[config.mk]
export PLATFORM = sky130hd
export DESIGN_NAME = spi_load_ctrl_flat
export DESIGN_NICKNAME = d
export VERILOG_FILES = /design/src/rtl/spi_load_ctrl_if.sv /design/src/rtl/spi_load_ctrl.sv /design/src/flat_wrapper.sv
export SDC_FILE = /design/constraint.sdc
export NUM_CORES = 1
export LEC_CHECK = 0
export ABC_AREA = 1
export ABC_CLOCK_PERIOD_IN_PS = 2200
export CORE_AREA = 5 5 60 72
export CTS_CLUSTER_SIZE = 8
export DETAILED_ROUTE_END_ITERATION = 10
export DIE_AREA = 0 0 65 77
export HOLD_SLACK_MARGIN = 0.08
export PLACE_DENSITY = 0.74
export RECOVER_POWER = 50
export SLEW_MARGIN = 20
export SYNTH_ARGS = -nofsm -noshare
export SYNTH_HDL_FRONTEND = slang
export SYNTH_SLANG_ARGS = --single-unit
[constraint.sdc]
create_clock -name clk -period 2.2 [get_ports clk]
set_clock_uncertainty 0.2 [all_clocks]
set_input_delay 0.22 -clock clk [delete_from_list [all_inputs] [get_ports clk]]
set_output_delay 0.22 -clock clk [all_outputs]
set_load 0.005 [all_outputs]
[src/rtl/spi_load_ctrl_if.sv]
// Pin-level bundle between the external SPI master and the cache loader.
// master: drives chip selects, MOSI and the processor-run flag; observes
//         the write port, status strobes and MISO loopback.
// slave : the loader itself.
interface spi_load_ctrl_if #(
  parameter int unsigned DATA_W = 8,
  parameter int unsigned ADDR_W = 4
);
  logic              csi_n_in;
  logic              csd_n_in;
  logic              mosi_in;
  logic              proc_en_in;
  logic [ADDR_W-1:0] wr_addr_out;
  logic [DATA_W-1:0] wr_data_out;
  logic              icache_wen_out;
  logic              dcache_wen_out;
  logic              busy_out;
  logic              frame_err_out;
  logic              miso_out;

  modport master (
    output csi_n_in, csd_n_in, mosi_in, proc_en_in,
    input  wr_addr_out, wr_data_out, icache_wen_out, dcache_wen_out,
           busy_out, frame_err_out, miso_out
  );

  modport slave (
    input  csi_n_in, csd_n_in, mosi_in, proc_en_in,
    output wr_addr_out, wr_data_out, icache_wen_out, dcache_wen_out,
           busy_out, frame_err_out, miso_out
  );
endinterface

[src/rtl/spi_load_ctrl.sv]
// Serial loader: frames MOSI bits (clocked by clk) into {data, addr} words
// under one of two active-low chip selects and issues a one-cycle write
// strobe to the icache or dcache. Frames of the wrong length, dcache
// addresses >= DMEM_SZ and chip-select contention raise a one-cycle
// frame_err pulse. While proc_en_in is high the loader ignores the pins.
// Ports:
//   clk  - core clock, also the serial bit clock
//   rst  - synchronous active-high reset
//   bus  - spi_load_ctrl_if.slave: csi_n/csd_n/mosi/proc_en in;
//          wr_addr/wr_data/icache_wen/dcache_wen/busy/frame_err/miso out
module spi_load_ctrl #(
  parameter int unsigned DATA_W  = 8,
  parameter int unsigned ADDR_W  = 4,
  parameter int unsigned DMEM_SZ = 15
) (
  input  logic           clk,
  input  logic           rst,
  spi_load_ctrl_if.slave bus
);

  localparam int unsigned FRAME_W = DATA_W + ADDR_W;
  localparam int unsigned CNT_W   = $clog2(FRAME_W + 2);
  localparam logic [CNT_W-1:0] CNT_FULL = CNT_W'(FRAME_W);
  localparam logic [CNT_W-1:0] CNT_SAT  = CNT_W'(FRAME_W + 1);

  typedef enum logic [1:0] {IDLE, SHIFT, COMMIT, DRAIN} state_t;

  state_t             state_q, state_d;
  logic [FRAME_W-1:0] sr_q, sr_d;
  logic [CNT_W-1:0]   cnt_q, cnt_d;
  logic               tgt_q, tgt_d;        // 0 = icache, 1 = dcache
  logic [ADDR_W-1:0]  addr_q, addr_d;
  logic [DATA_W-1:0]  data_q, data_d;
  logic               iwen_q, iwen_d;
  logic               dwen_q, dwen_d;
  logic               err_q, err_d;
  logic               busy_q;
  logic               miso_q;

  logic               one_low;
  logic               both_low;
  logic               tgt_cs_n;
  logic               oth_cs_n;
  logic               frame_ok;
  logic [FRAME_W-1:0] sr_shift;

  assign one_low  = bus.csi_n_in ^ bus.csd_n_in;
  assign both_low = ~bus.csi_n_in & ~bus.csd_n_in;
  assign tgt_cs_n = tgt_q ? bus.csd_n_in : bus.csi_n_in;
  assign oth_cs_n = tgt_q ? bus.csi_n_in : bus.csd_n_in;
  assign sr_shift = {sr_q[FRAME_W-2:0], bus.mosi_in};

  // Judged on the pre-detect count and shift register; the detect cycle never shifts.
  assign frame_ok = (cnt_q == CNT_FULL) &&
                    (!tgt_q || (32'(sr_q[ADDR_W-1:0]) < DMEM_SZ));

  // Next-state and registered-output decode.
  always_comb begin
    state_d = state_q;
    sr_d    = sr_q;
    cnt_d   = cnt_q;
    tgt_d   = tgt_q;
    addr_d  = addr_q;
    data_d  = data_q;
    iwen_d  = 1'b0;
    dwen_d  = 1'b0;
    err_d   = 1'b0;

    case (state_q)
      IDLE: begin
        if (!bus.proc_en_in) begin
          if (one_low) begin
            sr_d    = sr_shift;
            cnt_d   = CNT_W'(1);
            tgt_d   = bus.csi_n_in;
            state_d = SHIFT;
          end else if (both_low) begin
            err_d   = 1'b1;
            state_d = DRAIN;
          end
        end
      end

      SHIFT: begin
        if (bus.proc_en_in) begin
          state_d = IDLE;
        end else if (tgt_cs_n) begin
          if (frame_ok) begin
            addr_d  = sr_q[ADDR_W-1:0];
            data_d  = sr_q[FRAME_W-1:ADDR_W];
            iwen_d  = ~tgt_q;
            dwen_d  = tgt_q;
            state_d = COMMIT;
          end else begin
            err_d   = 1'b1;
            state_d = oth_cs_n ? IDLE : DRAIN;
          end
        end else if (!oth_cs_n) begin
          err_d   = 1'b1;
          state_d = DRAIN;
        end else begin
          sr_d  = sr_shift;
          cnt_d = (cnt_q == CNT_SAT) ? cnt_q : cnt_q + CNT_W'(1);
        end
      end

      // Strobe cycle; a single low chip select here opens the next frame.
      COMMIT: begin
        if (!bus.proc_en_in && one_low) begin
          sr_d    = sr_shift;
          cnt_d   = CNT_W'(1);
          tgt_d   = bus.csi_n_in;
          state_d = SHIFT;
        end else begin
          state_d = IDLE;
        end
      end

      DRAIN: begin
        if (bus.csi_n_in && bus.csd_n_in) begin
          state_d = IDLE;
        end
      end

      default: state_d = IDLE;
    endcase
  end

  // State and output registers.
  always_ff @(posedge clk) begin
    if (rst) begin
      state_q <= IDLE;
      sr_q    <= '0;
      cnt_q   <= '0;
      tgt_q   <= 1'b0;
      addr_q  <= '0;
      data_q  <= '0;
      iwen_q  <= 1'b0;
      dwen_q  <= 1'b0;
      err_q   <= 1'b0;
      busy_q  <= 1'b0;
      miso_q  <= 1'b0;
    end else begin
      state_q <= state_d;
      sr_q    <= sr_d;
      cnt_q   <= cnt_d;
      tgt_q   <= tgt_d;
      addr_q  <= addr_d;
      data_q  <= data_d;
      iwen_q  <= iwen_d;
      dwen_q  <= dwen_d;
      err_q   <= err_d;
      busy_q  <= (state_d != IDLE);
      miso_q  <= sr_q[FRAME_W-1];
    end
  end

  assign bus.wr_addr_out    = addr_q;
  assign bus.wr_data_out    = data_q;
  assign bus.icache_wen_out = iwen_q;
  assign bus.dcache_wen_out = dwen_q;
  assign bus.frame_err_out  = err_q;
  assign bus.busy_out       = busy_q;
  assign bus.miso_out       = miso_q;

endmodule

[src/flat_wrapper.sv]
// flat-port wrapper written by rule: the top's interface ports become plain ports
module spi_load_ctrl_flat 
#(
  parameter int unsigned DATA_W  = 8,
  parameter int unsigned ADDR_W  = 4,
  parameter int unsigned DMEM_SZ = 15
)
  (clk, rst, bus_csi_n_in, bus_csd_n_in, bus_mosi_in, bus_proc_en_in, bus_wr_addr_out, bus_wr_data_out, bus_icache_wen_out, bus_dcache_wen_out, bus_busy_out, bus_frame_err_out, bus_miso_out);
  spi_load_ctrl_if #(.DATA_W(DATA_W), .ADDR_W(ADDR_W)) bus_i ();
  input  logic clk;
  input  logic rst;
  input wire logic [$bits(bus_i.csi_n_in)-1:0] bus_csi_n_in;
  input wire logic [$bits(bus_i.csd_n_in)-1:0] bus_csd_n_in;
  input wire logic [$bits(bus_i.mosi_in)-1:0] bus_mosi_in;
  input wire logic [$bits(bus_i.proc_en_in)-1:0] bus_proc_en_in;
  output wire logic [$bits(bus_i.wr_addr_out)-1:0] bus_wr_addr_out;
  output wire logic [$bits(bus_i.wr_data_out)-1:0] bus_wr_data_out;
  output wire logic [$bits(bus_i.icache_wen_out)-1:0] bus_icache_wen_out;
  output wire logic [$bits(bus_i.dcache_wen_out)-1:0] bus_dcache_wen_out;
  output wire logic [$bits(bus_i.busy_out)-1:0] bus_busy_out;
  output wire logic [$bits(bus_i.frame_err_out)-1:0] bus_frame_err_out;
  output wire logic [$bits(bus_i.miso_out)-1:0] bus_miso_out;
  assign bus_i.csi_n_in = bus_csi_n_in;
  assign bus_i.csd_n_in = bus_csd_n_in;
  assign bus_i.mosi_in = bus_mosi_in;
  assign bus_i.proc_en_in = bus_proc_en_in;
  assign bus_wr_addr_out = bus_i.wr_addr_out;
  assign bus_wr_data_out = bus_i.wr_data_out;
  assign bus_icache_wen_out = bus_i.icache_wen_out;
  assign bus_dcache_wen_out = bus_i.dcache_wen_out;
  assign bus_busy_out = bus_i.busy_out;
  assign bus_frame_err_out = bus_i.frame_err_out;
  assign bus_miso_out = bus_i.miso_out;
  spi_load_ctrl #(.DATA_W(DATA_W), .ADDR_W(ADDR_W), .DMEM_SZ(DMEM_SZ)) u_core (.clk(clk), .rst(rst), .bus(bus_i));
endmodule
==> summary.md <==
| Metric | Value |
|---|---|
| R2R Setup Slk | 0.36 ns |
| R2r worst-path depth | 7 |
| Worst IR Drop VDD | 0.3127 mV |
| CTS tree | done |
| Post-CTS sizing | 0 |
| Worst-skew pair later-pin latency | 0.28 ns |
| Vias in the first global route | 1328 |
| First-pass detailed-route iteration total | 4 |
| Routed Antenna Nets | 0 |
| CTS H-Tree Depth | 2 |
| Fin Hold WS | 0.2389 ns |
| Fillers | 341 |
| Min-Delay Path Class | flop to flop |
| Cells after Synth | 217 |
| CP bufs+invs | 2 |
| Setup crit end kind | flop |
| Final HPWL from detailed placement | 2254 um |
| Layout cells sized above 1 | 14.98% |
| Largest net degree at the start of global routing | 29 |
| Crit Path Class | input pin to flop |
| Port buffer count | 22 |
| Full die area | 5005 sq um |
| Worst-path clk slew | 0.07 ns |
| Power after layout | 0.001383 W |
| Global route total overflow | 0 |
| Min Clock Period, post-route | 1.843 ns |
| Top-area cell type share of the netlist area | 42.38% |
| CP Cell Sequence | clkdlybuf4s50_1, inv_1, ha_1, nand3_1, nand2_1, nand2_2, o21ai_0, a21oi_1 |
| Final Max Slew Viols | 0 |
| Routed length per instance | 11.26 um |
| Initial antenna violation count | 0 |
| Hold Vio Cnt, Final | 0 |
| Vias/cell | 4.909 |
| Fmax | 0.5427 GHz |
| Max clock buf depth | 2 |
| Yosys reg bits | 36 |
| Register Area | 720.7 sq um |
| Area contributors post-synth | dfxtp_1, nor2_1, nand2_1 |
| N_diodes | 0 |
| Post-CTS Hold Buffers | 0 |
| Final Cycle Share | 83.76% |
| Clock root cell | clkbuf_8 |
| Final WL | 3219 um |
| Io pins | 23 |
| CP max FO | 13 |
| GRT Util Overall | 14.28% |
| Footprint of the multi-input gates | 789.5 sq um |
| Final #Nets | 258 |
| DR vias | 1404 |
| Setup Viol. Count Final | 0 |
| Layout Area Growth over Synthesis | 19.06% |
| Remaining DRCs | 0 |
| Core ar. | 3573 sq um |
| Synthesized area | 1700 sq um |
| Fin worst setup slack | 0.3574 ns |
| Crit path max-delay family | buffers and inverters |
| CTS sink count | 36 |
| Synth warn | 0 |
| Max-slew headroom | 74.49% |
| Crit path to | u_core.sr_q[11] |
| Drt first-iter violations | 79 |
| Slowest CP cell | clkdlybuf4s50_1 |
| Post-Syn Nets | 229 |
| Post-synth cell types | 25 |
| Worst r2r src | u_core.cnt_q[0] |
| Worst Path Arrival | 1.82 ns |
| Initial Util | 47.58% |
| Outcome | finished, final reports clean |
| Max incr delay on CP | 0.48 ns |
| Placer Congestion | 0.8738 |
| Pre-CTS setup slack | 0.1004 ns |
| Post-CTS Setup Repair Bufs | 0 |
| First-pass GRT wire length | 5678 um |
| RSZ-0062 raised after global routing | no |
| Leading area contributor after synthesis | dfxtp_1 |
| CP Launch Point | bus_csi_n_in |
| Die X | 65 um |
| CP Data Required Time | 2.17 ns |
| CTS Buf Count | 5 |
| R2R Path End | u_core.bus.wr_data_out[7] |
| Num rows | 24 |
| CP Depth | 8 |
| Hold path cells | 2 |
| Syn Area/Cell | 7.836 sq um |
| Worst-Margin Slew | 0.3826 ns |
| Register area share after synthesis | 42.38% |
| Die extent in y | 77 um |
| PwrDens | 683.3 nW/um^2 |
| Final setup TNS | 0 ns |
| # Max-Cap Violations | 0 |
| Static leakage | 0.8471 nW |
| CP startpoint kind | input pin |
flip-flops by register name (all words and copies together), names as in the netlist:
register / cells
u_core.sr_q: 12
u_core.bus.busy_out: 1
u_core.bus.frame_err_out: 1
u_core.bus.miso_out: 1
u_core.bus.wr_data_out: 8
u_core.bus.icache_wen_out: 1
u_core.state_q: 2
u_core.bus.wr_addr_out: 4
u_core.bus.dcache_wen_out: 1
u_core.cnt_q: 4
u_core.tgt_q: 1
cell type report:
| type | instances | area share (%) |
|---|---|---|
| clock buffer | 5 | 3.399 |
| inverter | 30 | 5.562 |
| multi-input combinational | 144 | 39.00 |
| tap | 39 | 2.410 |
| timing repair buffer | 29 | 13.10 |
| sequential | 36 | 35.60 |
| clock inverter | 3 | 0.9271 |
layer usage:
layer / up-vias / track usage, % / routed length, um
li1: 752 / - / -
met1: 613 / 17.21 / 1409
met2: 35 / 23.23 / 1612
met3: 4 / 2.632 / 153
met4: 0 / 8.457 / 42
met5: - / 0 / 0
logic make-up after synthesis:
kind of cell | Yosys count | synth area share (%)
and+or+nand+nor | 93 | 27.89
AOI/OAI and AO/OA | 45 | 15.16
buffers and inverters | 37 | 10.15
DFF | 36 | 42.38
adders and majority gates | 6 | 4.415
cell usage after synthesis:
library cell / count
nand3_4: 1
dfxtp_1: 36
inv_1: 26
a21oi_1: 12
nor2_1: 31
a21oi_2: 6
o21ai_2: 2
nor3_2: 2
nand3b_1: 1
buf_2: 3
buf_6: 4
nor3_1: 2
ha_1: 6
o21bai_1: 1
nand3_2: 1
nor2_8: 1
inv_2: 4
nand3_1: 10
nand2_1: 29
nand4_1: 5
nor2_4: 2
nand2_4: 2
o21ai_1: 13
o21ai_0: 11
nand2_2: 6
per-stage QoR:
step,util (%),instance area [sq um],instances
floorplan,-,1700,217
global placement,54.90,1962,278
detailed placement,54.90,1962,278
CTS,57.35,2049,286
global route,56.65,2024,286
finish,56.65,2024,286
power by group:
| group | internal, W | leakage [nW] | switching (W) |
|---|---|---|---|
| Combinational | 0.0000791 | 0.506 | 0.000121 |
| Clock | 0.000220 | 0.0479 | 0.000238 |
| Sequential | 0.000691 | 0.293 | 0.0000347 |
tightest hold or removal path, delay by kind of cell, from the launching register on:
family / cells / cell delay, ns
buf+inv: 1 / 0.04
compound gates: 1 / 0.05
flops: 1 / 0.31
worst min path at each step:
stage	startpoint	end	slack, ns
CTS	u_core.bus.wr_data_out[6]	u_core.bus.wr_data_out[6]	0.25
global placement	u_core.bus.wr_data_out[5]	u_core.bus.wr_data_out[5]	0.23
floorplan	bus_mosi_in	u_core.sr_q[0]	0.18
global route	u_core.bus.wr_addr_out[1]	u_core.bus.wr_addr_out[1]	0.27
finish	u_core.bus.wr_data_out[5]	u_core.bus.wr_data_out[5]	0.24
detailed placement	u_core.bus.wr_data_out[6]	u_core.bus.wr_data_out[6]	0.23
layout by cell type (no fill, tap or decap):
cell type        Yosys  final
dfxtp_1             36     36
nor2_1              31     31
nand2_1             29     30
inv_1               26     26
dlygate4sd3_1        0     17
o21ai_1             13     13
a21oi_1             12     12
nand3_1             10     11
o21ai_0             11     11
nand2_2              6      6
a21oi_2              6      6
ha_1                 6      6
nand4_1              5      5
clkbuf_8             0      5
clkdlybuf4s50_1      0      5
buf_4                0      5
inv_2                4      4
nor3_1               2      3
nor2_4               2      2
o21ai_2              2      2
clkinv_2             0      2
clkbuf_1             0      2
nor2_8               1      1
nand2_4              2      1
nand3_4              1      1
o21bai_1             1      1
nand3b_1             1      1
nor3_2               2      1
clkinv_4             0      1
Note: power is estimated with default switching activity, not from simulation.
